==> src/rtl/hist_pkg.sv <==
// Shared types and helpers for the hist_bank histogram accumulator.
package hist_pkg;

  typedef enum logic {
    ACCUM = 1'b0,
    DUMP  = 1'b1
  } hist_state_t;

  // Bin index width, never narrower than one bit.
  function automatic int hist_bin_w(input int num_bins);
    return (num_bins > 2) ? $clog2(num_bins) : 1;
  endfunction

endpackage

==> src/rtl/hist_bin_cnt.sv <==
// One histogram bin counter with clear, increment and an overflow pulse.
// HIST_SATURATE_EN defined: the counter holds at its maximum; otherwise it wraps to zero.
module hist_bin_cnt import hist_pkg::*; #(
  parameter int CNT_W = 8
) (
  input  logic             clk,
  input  logic             rst_n,
  input  logic             i_inc,
  input  logic             i_clr,
  output logic [CNT_W-1:0] o_cnt,
  output logic             o_ovf
);

  localparam logic [CNT_W-1:0] CNT_MAX = '1;

  logic [CNT_W-1:0] r_cnt;
  logic             w_at_max;

  assign w_at_max = (r_cnt == CNT_MAX);

  always_ff @(posedge clk or negedge rst_n) begin
    if (!rst_n) begin
      r_cnt <= '0;
    end else if (i_clr) begin
      r_cnt <= '0;
    end else if (i_inc) begin
`ifdef HIST_SATURATE_EN
      if (!w_at_max) r_cnt <= r_cnt + 1'b1;
`else
      r_cnt <= r_cnt + 1'b1;
`endif
    end
  end

  // Clear takes precedence, so a sample lost to a clear never flags overflow.
  assign o_ovf = i_inc && !i_clr && w_at_max;
  assign o_cnt = r_cnt;

endmodule

==> src/rtl/hist_bank.sv <==
// Histogram accumulator: counts bin indices in ACCUM, streams all bins in DUMP.
// Counter limit behaviour selected by HIST_SATURATE_EN (see hist_bin_cnt).
module hist_bank import hist_pkg::*; #(
  parameter int NUM_BINS      = 16,
  parameter int CNT_W         = 8,
  parameter int BIN_W         = hist_bin_w(NUM_BINS),
  parameter bit CLEAR_ON_DUMP = 1'b0
) (
  input  logic             clk,
  input  logic             rst_n,
  input  logic             in_valid,
  output logic             in_ready,
  input  logic [BIN_W-1:0] in_bin,
  input  logic             dump_req,
  input  logic             clear_req,
  output logic             out_valid,
  input  logic             out_ready,
  output logic [BIN_W-1:0] out_bin,
  output logic [CNT_W-1:0] out_count,
  output logic             out_last,
  output logic             busy,
  output logic             overflow,
  output logic             dropped
);

  localparam logic [BIN_W:0]   NB       = (BIN_W+1)'(NUM_BINS);
  localparam logic [BIN_W-1:0] LAST_IDX = BIN_W'(NUM_BINS - 1);

  hist_state_t      r_state;
  hist_state_t      w_state_nxt;
  logic [BIN_W-1:0] r_idx;
  logic [BIN_W-1:0] w_idx_nxt;
  logic             r_overflow;
  logic             r_dropped;

  logic             w_accept;
  logic             w_in_range;
  logic             w_last;
  logic             w_out_hs;
  logic             w_any_ovf;
  logic [NUM_BINS-1:0] w_inc;
  logic [NUM_BINS-1:0] w_clr;
  logic [NUM_BINS-1:0] w_ovf;
  logic [CNT_W-1:0]    w_cnt [NUM_BINS];

  // clear_req discards any sample offered in the same cycle.
  assign w_accept   = in_valid && (r_state == ACCUM) && !clear_req;
  assign w_in_range = ({1'b0, in_bin} < NB);
  assign w_last     = (r_idx == LAST_IDX);
  assign w_out_hs   = (r_state == DUMP) && out_ready;
  assign w_any_ovf  = |w_ovf;

  for (genvar g = 0; g < NUM_BINS; g++) begin : g_bin
    assign w_inc[g] = w_accept && w_in_range && (in_bin == BIN_W'(g));
    assign w_clr[g] = clear_req ||
                      (CLEAR_ON_DUMP && w_out_hs && (r_idx == BIN_W'(g)));

    hist_bin_cnt #(
      .CNT_W (CNT_W)
    ) u_cnt (
      .clk   (clk),
      .rst_n (rst_n),
      .i_inc (w_inc[g]),
      .i_clr (w_clr[g]),
      .o_cnt (w_cnt[g]),
      .o_ovf (w_ovf[g])
    );
  end

  always_comb begin
    w_state_nxt = r_state;
    w_idx_nxt   = r_idx;
    if (clear_req) begin
      w_state_nxt = ACCUM;
      w_idx_nxt   = '0;
    end else begin
      case (r_state)
        ACCUM: begin
          if (dump_req) begin
            w_state_nxt = DUMP;
            w_idx_nxt   = '0;
          end
        end
        DUMP: begin
          if (w_out_hs) begin
            if (w_last) begin
              w_state_nxt = ACCUM;
              w_idx_nxt   = '0;
            end else begin
              w_idx_nxt = r_idx + 1'b1;
            end
          end
        end
        default: begin
          w_state_nxt = ACCUM;
          w_idx_nxt   = '0;
        end
      endcase
    end
  end

  always_ff @(posedge clk or negedge rst_n) begin
    if (!rst_n) begin
      r_state    <= ACCUM;
      r_idx      <= '0;
      r_overflow <= 1'b0;
      r_dropped  <= 1'b0;
    end else begin
      r_state <= w_state_nxt;
      r_idx   <= w_idx_nxt;
      if (clear_req) begin
        r_overflow <= 1'b0;
        r_dropped  <= 1'b0;
      end else begin
        if (w_any_ovf)               r_overflow <= 1'b1;
        if (w_accept && !w_in_range) r_dropped  <= 1'b1;
      end
    end
  end

  assign in_ready  = (r_state == ACCUM);
  assign busy      = (r_state == DUMP);
  assign out_valid = busy;
  assign out_bin   = r_idx;
  assign out_count = busy ? w_cnt[r_idx] : '0;
  assign out_last  = busy && w_last;
  assign overflow  = r_overflow;
  assign dropped   = r_dropped;

endmodule

==> config.mk <==
export PLATFORM = sky130hd
export DESIGN_NAME = hist_bank
export DESIGN_NICKNAME = d
export VERILOG_FILES = /design/src/rtl/hist_pkg.sv /design/src/rtl/hist_bin_cnt.sv /design/src/rtl/hist_bank.sv
export SDC_FILE = /design/constraint.sdc
export NUM_CORES = 1
export LEC_CHECK = 0
export CORE_ASPECT_RATIO = 0.8
export CORE_MARGIN = 3
export CORE_UTILIZATION = 59
export CTS_CLUSTER_DIAMETER = 50
export DETAILED_ROUTE_END_ITERATION = 10
export GPL_ROUTABILITY_DRIVEN = 0
export GPL_TIMING_DRIVEN = 0
export PLACE_DENSITY = 0.83
export SYNTH_ARGS = -nofsm -noshare
export SYNTH_HDL_FRONTEND = slang
export SYNTH_SLANG_ARGS = --single-unit
export TNS_END_PERCENT = 1
==> constraint.sdc <==
create_clock -name clk -period 3.83 [get_ports clk]
set_input_delay 0.766 -clock clk [delete_from_list [all_inputs] [get_ports clk]]
set_output_delay 0.766 -clock clk [all_outputs]
set_load 0.005 [all_outputs]
==> reports/metrics.yaml <==
run_status:
  status: "finished clean"
yosys:
  seq_area_frac_synth_pct: 42.8
  synth_seq_cells: 134
  netlist_top_cells_area: "dfrtp_1 (43%), mux4_2 (11%), xor2_1 (4.8%)"
  synth_most_common_cell: "dfrtp_1"
  synth_edf_count: 0
  synth_top_cell_by_area: "dfrtp_1"
  yosys_warnings: 0
  synth-main-ff-cell: "dfrtp_1"
  synth_top_cells_by_count: "dfrtp_1 (134), nand2_1 (90), nor2_1 (87)"
  ys_types: 47
  postSynthAreaPerCell_um2: 9.91
  syn_inst: 791
  syn-cell-area_mm2: 0.00784
  yosys.area.top_type_share_pct: 42.8
  async_flop_share_pct: 100
  syn_nets: 818
power_and_ir_drop:
  ir_drop_mv: 0.310
  p_leak_nw: 3.69
  powerDensity_mw_per_mm2: 361
die:
  die_w_um: 135
  dieHeight_um: 109
  num_io_pins: 28
  initial_core_util_pct: 60.7
  die-area_mm2: 0.0147
  core_area_mm2: 0.0129
  rows: 37
sta:
  final_max_slew_viol_count: 0
  finalCriticalPeriod_ns: 3.72
  setup_viol: 0
  tightestPinTransition_ns: 0.879
  slew_headroom_pct: 41.4
  finClkSkew_ns: 0.00584
  setup_slack_ns: 0.114
  finalHoldViolations: 0
  rsz0062_at_grt: "no"
  fmax_mhz: 269
  period_share_pct: 97.0
critical_path:
  path_max_fanout: 10
  end_kind: "output pin"
  startpoint_type: "flip-flop"
  worstPathArrival_ns: 2.95
  cp.required_ns: 3.06
  path_class: "reg2out"
route:
  routed_wl_mm: 22.8
  antenna_left: 0
  drt_iter0_drc: 952
  via_count: 6941
  drc_errors: 0
  drt_first_pass_iters: 6
  via_per_inst: 6.79
  wl_per_cell_um: 22.3
run:
  cap_viol_max_count: 0
grt:
  track_usage_pct: 32.0
  grt-ovfl-total: 0
  antenna_found_initial: 1
  grt_pass1_vias: 6574
  grt_pass1_wl_mm: 35.7
  grt_max_degree: 84
cells_and_area:
  drive_gt1_share_pct: 11.3
  nNetsFinal: 861
  final_core_util_pct: 69.2
  area_growth_pct: 14.0
  finalNonFillerCells: 1022
placed_design:
  pre_cts_ws_ns: 0.215
  hpwl_mm: 15.9
  dp.cells: 991
  portBuffers: 24
cts:
  clockRootBuffer: "clkbuf_16"
  clockBufferDepth: 2
  htreeDepth: 4
  cts.sinks: 134
  clk_pin_slew_ns: 0.06
  insertion_delay_ns: 0.43
  cts_buffers: 17
  cts_tree: "built"
hold_path:
  hold_path.class: "in2async"
==> cell type report <==
cell class / count / area (um^2)
multi-input cells: 613 / 4300
clock buffers: 19 / 453
clock inverters: 12 / 130
diodes: 1 / 2.50
plain buffers: 38 / 195
fillers: 892 / 3970
inverters: 5 / 18.8
well taps: 175 / 219
repair buffers: 25 / 269
flip-flops and latches: 134 / 3350
==> worst max-delay path: stages, from the launching register on <==
cell,delay [ns]
dfrtp_1,0.39
buf_4,0.23
buf_8,0.20
mux4_2,0.58
mux4_2,0.47
and2_1,0.20
clkdlybuf4s50_1,0.45
==> report_power, final <==
group / switching (mW) / internal (mW)
Combinational: 0.118 / 0.0516
Clock: 0.648 / 0.985
Sequential: 0.00666 / 1.42
==> sequential cells by signal (all words and copies together) (netlist names) <==
signal and count:
g_bin.u_cnt.o_cnt 128, busy 1, overflow 1, out_bin 4
==> stage by stage <==
stage          instance area (um^2)  hold slack (ns)  setup TNS (ns)  power, mW
2_1_floorplan                  7840            0.456               0       1.53
3_3_place_gp                   8300            0.489         -419.62       1.61
3_5_place_dp                   8330            0.495               0       1.61
4_1_cts                        8930            0.299               0       3.22
5_1_grt                        8940            0.317               0       3.30
6_report                       8940            0.275               0       3.23
==> metal layers <==
metal | GRT usage, % | part of all wire, %
met1 | 43.8 | 38
met3 | 9.04 | 13
met2 | 48.1 | 45
met5 | 0 | 0
met4 | 14.1 | 3.8
==> logic make-up after synthesis <==
group                      count (synthesis)  share of synthesized area, %
AOI/OAI and AO/OA                        101                          7.24
muxes                                     51                          12.9
adders and majority gates                 17                          2.71
xor gates and xnor gates                  59                          6.59
and+or+nand+nor                          384                          25.4
other                                      1                        0.0478
DFF                                      134                          42.8
buffers and inverters                     44                          2.38
==> cells in the final DEF, fill, tap and decap left out, drive strengths merged, types with 17 or more instances in the layout <==
| master | instances |
|---|---|
| and2 | 19 |
| buf | 17 |
| clkbuf | 42 |
| clkdlybuf4s50 | 23 |
| dfrtp | 134 |
| ha | 17 |
| mux4 | 40 |
| nand2 | 91 |
| nand3 | 40 |
| nand4 | 31 |
| nor2 | 88 |
| nor3 | 17 |
| o21ai | 62 |
| xor2 | 43 |
==> worst paths after layout <==
kind	slack, ns	startpoint	to	cells after the start
max	0.11	out_bin[0]	out_count[2]	6
min	0.27	rst_n	g_bin[9].u_cnt.o_cnt[0]	1
max reg2reg	1.10	busy	g_bin[1].u_cnt.o_cnt[7]	7
min reg2reg	0.51	g_bin[7].u_cnt.o_cnt[7]	g_bin[7].u_cnt.o_cnt[7]	1
max in group asynchronous	2.75	rst_n	g_bin[6].u_cnt.o_cnt[0]	2
min in group clk	0.51	g_bin[7].u_cnt.o_cnt[7]	g_bin[7].u_cnt.o_cnt[7]	1
==> repair_timing <==
| item | CTS | global route |
|---|---|---|
| setup endpoints to repair | 8 | 8 |
| hold buffers | 0 | 0 |
| pin swaps | 0 | 0 |
| buffers inserted | 0 | 0 |
| gates resized for setup | 9 | 4 |
Power figures use the tool's default switching activity.
